**src/rtl/doa_pkg.sv**
```systemverilog
// Shared types and defaults for the DOA frame sequencer: FSM states, result record,
// and a saturating counter helper.
package doa_pkg;

  localparam int DOA_NBINS  = 1024;
  localparam int DOA_ADDR_W = 10;

  typedef enum logic [1:0] {
    S_IDLE   = 2'd0,
    S_FILL   = 2'd1,
    S_DETECT = 2'd2,
    S_WEIGH  = 2'd3
  } doa_state_t;

  typedef struct packed {
    logic [DOA_ADDR_W-1:0] bin;
    logic [3:0]            bnum;
    logic [7:0]            doa;
  } doa_result_t;

  function automatic logic [7:0] sat_inc8(input logic [7:0] v);
    return (v == 8'hFF) ? v : v + 8'd1;
  endfunction

endpackage

```
**src/rtl/doa_watchdog.sv**
```systemverilog
// Cycle watchdog shared by the DETECT and WEIGH phases: expire_o is high on the
// TIMEOUT-th enabled cycle after the last clear.
module doa_watchdog #(
  parameter int TIMEOUT = 4096
) (
  input  logic clk,
  input  logic reset,
  input  logic clr_i,
  input  logic en_i,
  output logic expire_o
);

  localparam int CW = $clog2(TIMEOUT + 1);

  logic [CW-1:0] cnt_q;

  always_ff @(posedge clk) begin
    if (reset) begin
      cnt_q <= '0;
    end else if (clr_i) begin
      cnt_q <= '0;
    end else if (en_i && !expire_o) begin
      cnt_q <= cnt_q + CW'(1);
    end
  end

  // A clear in the same cycle restarts the window, so it masks expiry.
  assign expire_o = en_i && !clr_i && (cnt_q == CW'(TIMEOUT - 1));

endmodule

```
**src/rtl/doa_frame_ctrl.sv**
```systemverilog
// Frame sequencer for the DOA pipeline: fills the FFT RAMs, runs the peak detector,
// then weightblock, and publishes the result in a held valid/ack register.
module doa_frame_ctrl
  import doa_pkg::*;
#(
  parameter int NBINS   = DOA_NBINS,
  parameter int ADDR_W  = DOA_ADDR_W,
  parameter int MIN_BIN = 1,
  parameter int TIMEOUT = 4096
) (
  input  logic              clk,
  input  logic              reset,
  input  logic              enable,
  input  logic              fft_valid,
  input  logic              fft_sop,
  output logic              ram_wren,
  output logic [ADDR_W-1:0] ram_wraddr,
  output logic              det_start,
  input  logic              det_done,
  input  logic [ADDR_W-1:0] det_maxbin,
  output logic              wb_start,
  output logic [ADDR_W-1:0] wb_maxbin,
  input  logic              wb_done,
  input  logic [3:0]        wb_bnum,
  input  logic [7:0]        wb_doa,
  output logic              res_valid,
  output logic [ADDR_W-1:0] res_bin,
  output logic [3:0]        res_bnum,
  output logic [7:0]        res_doa,
  input  logic              res_ack,
  output logic              res_overrun,
  output logic [7:0]        drop_cnt,
  output logic              timeout_err,
  output logic              busy,
  output doa_state_t        dbg_state
);

  // Handshakes: det_start/wb_start and det_done/wb_done are single-cycle pulses
  // with data valid only alongside them; res_valid holds until a cycle with
  // res_ack, and a new result in that same cycle keeps it set.

  doa_state_t        state_q;
  logic              wren_q;
  logic [ADDR_W-1:0] wraddr_q;
  logic              det_start_q;
  logic              wb_start_q;
  logic [ADDR_W-1:0] wb_maxbin_q;
  logic              res_valid_q;
  doa_result_t       res_q;
  logic              overrun_q;
  logic [7:0]        drop_q;
  logic              to_err_q;
  logic              busy_q;

  logic sop;
  logic fill_last;
  logic det_accept;
  logic wd_clr;
  logic wd_en;
  logic wd_expire;

  assign sop        = fft_valid && fft_sop;
  assign fill_last  = wren_q && (wraddr_q == ADDR_W'(NBINS - 1));
  assign det_accept = det_done && (det_maxbin >= ADDR_W'(MIN_BIN));
  assign wd_clr     = ((state_q == S_FILL) && fill_last) ||
                      ((state_q == S_DETECT) && det_accept);
  assign wd_en      = (state_q == S_DETECT) || (state_q == S_WEIGH);

  doa_watchdog #(.TIMEOUT(TIMEOUT)) u_wd (
    .clk      (clk),
    .reset    (reset),
    .clr_i    (wd_clr),
    .en_i     (wd_en),
    .expire_o (wd_expire)
  );

  always_ff @(posedge clk) begin
    if (reset) begin
      state_q     <= S_IDLE;
      wren_q      <= 1'b0;
      wraddr_q    <= '0;
      det_start_q <= 1'b0;
      wb_start_q  <= 1'b0;
      wb_maxbin_q <= '0;
      res_valid_q <= 1'b0;
      res_q       <= '0;
      overrun_q   <= 1'b0;
      drop_q      <= '0;
      to_err_q    <= 1'b0;
      busy_q      <= 1'b0;
    end else begin
      wren_q      <= 1'b0;
      det_start_q <= 1'b0;
      wb_start_q  <= 1'b0;
      if (res_ack && res_valid_q) res_valid_q <= 1'b0;

      case (state_q)
        S_IDLE: begin
          if (sop) begin
            if (enable) begin
              state_q  <= S_FILL;
              busy_q   <= 1'b1;
              wren_q   <= 1'b1;
              wraddr_q <= '0;
            end else begin
              drop_q <= sat_inc8(drop_q);
            end
          end
        end
        S_FILL: begin
          if (fill_last) begin
            state_q     <= S_DETECT;
            det_start_q <= 1'b1;
            if (sop) drop_q <= sat_inc8(drop_q);
          end else if (sop) begin
            // Resync: a new start-of-frame restarts the fill from bin 0.
            wren_q   <= 1'b1;
            wraddr_q <= '0;
            drop_q   <= sat_inc8(drop_q);
          end else if (fft_valid) begin
            wren_q   <= 1'b1;
            wraddr_q <= wraddr_q + ADDR_W'(1);
          end
        end
        S_DETECT: begin
          if (det_done) begin
            if (det_accept) begin
              wb_maxbin_q <= det_maxbin;
              wb_start_q  <= 1'b1;
              state_q     <= S_WEIGH;
            end else begin
              state_q <= S_IDLE;
              busy_q  <= 1'b0;
            end
          end else if (wd_expire) begin
            to_err_q <= 1'b1;
            state_q  <= S_IDLE;
            busy_q   <= 1'b0;
          end
          if (sop) drop_q <= sat_inc8(drop_q);
        end
        S_WEIGH: begin
          if (wb_done) begin
            res_q       <= '{bin: DOA_ADDR_W'(wb_maxbin_q), bnum: wb_bnum, doa: wb_doa};
            res_valid_q <= 1'b1;
            if (res_valid_q && !res_ack) overrun_q <= 1'b1;
            state_q     <= S_IDLE;
            busy_q      <= 1'b0;
          end else if (wd_expire) begin
            to_err_q <= 1'b1;
            state_q  <= S_IDLE;
            busy_q   <= 1'b0;
          end
          if (sop) drop_q <= sat_inc8(drop_q);
        end
        default: begin
          state_q <= S_IDLE;
          busy_q  <= 1'b0;
        end
      endcase
    end
  end

  assign ram_wren    = wren_q;
  assign ram_wraddr  = wraddr_q;
  assign det_start   = det_start_q;
  assign wb_start    = wb_start_q;
  assign wb_maxbin   = wb_maxbin_q;
  assign res_valid   = res_valid_q;
  assign res_bin     = ADDR_W'(res_q.bin);
  assign res_bnum    = res_q.bnum;
  assign res_doa     = res_q.doa;
  assign res_overrun = overrun_q;
  assign drop_cnt    = drop_q;
  assign timeout_err = to_err_q;
  assign busy        = busy_q;
  assign dbg_state   = state_q;

endmodule

```
**config.mk**
```make
export PLATFORM = sky130hd
export DESIGN_NAME = doa_frame_ctrl
export DESIGN_NICKNAME = d
export VERILOG_FILES = /design/src/rtl/doa_pkg.sv /design/src/rtl/doa_watchdog.sv /design/src/rtl/doa_frame_ctrl.sv
export SDC_FILE = /design/constraint.sdc
export NUM_CORES = 1
export LEC_CHECK = 0
export BUFFER_PORTS_ARGS = -buffer_cell sky130_fd_sc_hd__buf_2
export CAP_MARGIN = 20
export CORE_ASPECT_RATIO = 1.75
export CORE_MARGIN = 2
export CORE_UTILIZATION = 40
export CTS_BUF_LIST = sky130_fd_sc_hd__clkbuf_8
export DETAILED_ROUTE_END_ITERATION = 7
export PLACE_DENSITY = 0.74
export SLEW_MARGIN = 15
export SYNTH_ARGS = -nofsm -noshare
export SYNTH_HDL_FRONTEND = slang
export SYNTH_SLANG_ARGS = --single-unit
```
**constraint.sdc**
```tcl
create_clock -name clk -period 2.4 [get_ports clk]
set_input_delay 0.48 -clock clk [delete_from_list [all_inputs] [get_ports clk]]
set_output_delay 0.48 -clock clk [all_outputs]
set_load 0.01 [all_outputs]
```
==> results.py <==
metrics = {
    "clock_network": {
        "cts_resized": 0,
        "h-tree-depth": 3,
        "cts_tree": "done",
        "clkSlewWorstSetupHoldPaths_ns": 0.07,
        "cts_hold_buf": 0,
        "cts_buffer_depth": 2,
        "post_cts_buffers": 0,
        "cts.sinks": 72,
        "ctsRootBufferMaster": "clkbuf_8",
        "cts_made_buffers": 9,
        "clk_latency_ns": 0.35,
    },
    "synth": {
        "synth_area_um2": 3180,
        "synth_cell_types": 54,
        "ys_seq_elements": 72,
        "yosysWarnings": 0,
        "synthesis.nets": 403,
        "synth_flop_cell": "dfxtp_1",
        "syn_area_per_cell_um2": 8.59,
        "seq_area_frac_synth": 0.454,
        "synth_edf_count": 0,
        "async_flop_share": 0,
        "syn-instance-count": 370,
    },
    "setup_path": {
        "end_kind": "flop",
        "cp.arrival_ns": 2.19,
        "cp_num_buf_inv": 0,
        "rr_endpoint": "ram_wraddr[9]$_SDFFE_PP0P_",
        "crit_start": "ram_wraddr[0]$_SDFFE_PP0P_",
        "startpoint_type": "flop",
        "r2r_cells": 6,
        "reg2reg_from": "ram_wraddr[0]$_SDFFE_PP0P_",
        "reg2reg_slack_ns": 0.49,
        "crit_fanout": 7,
        "max_stage_delay_ns": 0.54,
        "critPathTopFamily": "simple AND/OR/NAND/NOR gates",
        "critical_path_required_ns": 2.68,
        "slowest_stage": "or4_1",
        "crit_chain": "ha_1 > and3_1 > nand3_1 > o21ai_1 > or4_1 > a21oi_1",
        "worstSetupPathType": "flop to flop",
    },
    "min_path": {
        "min_from": "wb_bnum[3]",
        "hold_path_end": "res_bnum[3]$_SDFFE_PP0P_",
        "hold_depth": 3,
        "hold_path.class": "input pin to flop",
    },
    "timing": {
        "hold_viol_final": 0,
        "slew_violations": 0,
        "setup_viol": 0,
        "fin_ws_ns": 0.490,
        "layout_min_cycle_time_ns": 1.91,
        "fin_worst_skew_ns": 0.00645,
        "hold_ws_ns": 0.364,
        "tightest_slew_ns": 0.627,
        "min_period_over_period": 0.796,
        "slew_headroom": 0.581,
        "rsz0062_at_grt": "false",
        "max_freq_mhz": 524,
        "tns_ns": 0,
    },
    "place": {
        "io_buffers": 88,
        "dp_hpwl_mm": 5.95,
        "place.gp.congestion": 0.914,
        "dp_slack_ns": 0.479,
    },
    "floorplan": {
        "die_height_um": 122,
        "die_area_um2": 8700,
        "io_pins": 89,
        "coreArea_um2": 7800,
        "die_w_um": 71.4,
        "fp-row-count": 43,
        "initial_utilization": 0.407,
    },
    "cells_and_area": {
        "layout_common_cells": "buf_2, dfxtp_1, nand2_1, nor2_1, a21oi_1",
        "final_common_cell": "buf_2",
        "drive_above_1_share": 0.266,
        "postLayoutCoreUtil": 0.497,
        "area_growth_pct": 21.9,
        "nets": 490,
        "diodes": 0,
    },
    "global_routing": {
        "track_usage": 0.185,
        "grt_overflow": 0,
        "grt_start_max_net_pins": 47,
        "grt_pass1_vias": 2793,
        "grt_pass1_wl_mm": 12.8,
        "grt_antenna_before_repair": 0,
    },
    "detailed_routing": {
        "met3_wirelength_um": 436,
        "postRouteAntennaNets": 0,
        "vias_per_cell": 5.35,
        "drcViolationCount": 0,
        "drtIter0Drc": 154,
        "wire_per_inst_um": 14.5,
        "finalWirelength_mm": 8.01,
        "firstDrtPassIters": 5,
        "vias": 2953,
        "dr_wl_met2_mm": 4.22,
        "routed.top_layer": "met4",
        "wl_met1_mm": 3.15,
    },
    "power_and_ir_drop": {
        "p_leak_nw": 1.59,
        "power-per-cell-area_nw_per_um2": 584,
        "peakVddDrop_v": 0.000397,
        "finalPower_mw": 2.26,
    },
    "status": {
        "outcome": "finished clean",
    },
    "job": {
        "drv_cap": 0,
    },
}
[per-stage QoR]
| stage | std cells | area, µm² |
|---|---|---|
| 2_1_floorplan | 370 | 3180 |
| 3_3_place_gp | 536 | 3670 |
| 3_5_place_dp | 536 | 3670 |
| 4_1_cts | 552 | 3870 |
| 5_1_grt | 552 | 3870 |
| 6_report | 552 | 3870 |
[flip-flops by register name (all words and copies together), names as in the netlist]
| register | cells |
|---|---|
| u_wd.cnt_q | 13 |
| ram_wraddr | 10 |
| res_bin | 10 |
| wb_maxbin | 10 |
| drop_cnt | 8 |
| res_doa | 8 |
| res_bnum | 4 |
| dbg_state | 2 |
| busy | 1 |
| det_start | 1 |
| ram_wren | 1 |
| res_overrun | 1 |
| res_valid | 1 |
| timeout_err | 1 |
| wb_start | 1 |
[final cells by class]
class | instances | area [µm²]
clock inverter | 5 | 48.8
sequential | 72 | 1440
clock buffer | 11 | 151
timing repair buffer | 93 | 478
inverter | 3 | 11.3
multi-input combinational | 278 | 1630
fill | 708 | 3930
tap | 90 | 113
[power by group]
part | leakage, nW | internal (mW) | switching (mW)
clock | 0.109 | 0.526 | 0.422
combinational | 0.905 | 0.0414 | 0.0716
sequential | 0.580 | 1.20 | 0.00473
total | 1.59 | 1.77 | 0.498
[logic make-up (layout without fill, tap and decap cells)]
kind of cell / after synthesis / in the layout / synth area share
buffers and inverters: 20 / 112 / 0.0335
adders and majority gates: 3 / 3 / 0.0118
muxes: 12 / 12 / 0.0378
DFF: 72 / 72 / 0.454
AOI/OAI and AO/OA: 67 / 67 / 0.131
and+or+nand+nor: 184 / 184 / 0.300
xor gates and xnor gates: 12 / 12 / 0.0331
[cell usage after synthesis, types with 4 or more instances]
cell | instances | area share
a21oi_1 | 35 | 0.055
a31oi_1 | 4 | 0.0079
and3_1 | 14 | 0.028
buf_1 | 4 | 0.0047
clkbuf_1 | 7 | 0.0083
dfxtp_1 | 72 | 0.45
mux2i_1 | 12 | 0.038
nand2_1 | 61 | 0.072
nand3_1 | 16 | 0.025
nand4_1 | 7 | 0.014
nor2_1 | 40 | 0.047
nor3_1 | 11 | 0.017
o21ai_0 | 10 | 0.016
xnor2_1 | 4 | 0.011
xor2_1 | 8 | 0.022
[tightest hold or removal path, cell delays in order]
cell	delay, ns
buf_2	0.10
nand2_1	0.04
a21oi_1	0.05
[worst max path at each step]
stage,end,depth (start not counted)
after floorplan,ram_wraddr[9]$_SDFFE_PP0P_,6
after global placement,u_wd.cnt_q[10]$_SDFFE_PP0P_,6
after detailed placement,u_wd.cnt_q[6]$_SDFFE_PP0P_,6
after CTS,ram_wraddr[9]$_SDFFE_PP0P_,6
after global routing,ram_wraddr[9]$_SDFFE_PP0P_,6
final,ram_wraddr[9]$_SDFFE_PP0P_,6
[metal layers]
layer  track usage  vias to the layer above
met5             0                        -
met4         0.111                        0
met3        0.0447                       17
met2         0.313                       82
met1         0.208                     1386
li1              -                     1468
No activity file was read; power rests on OpenSTA's default activity.
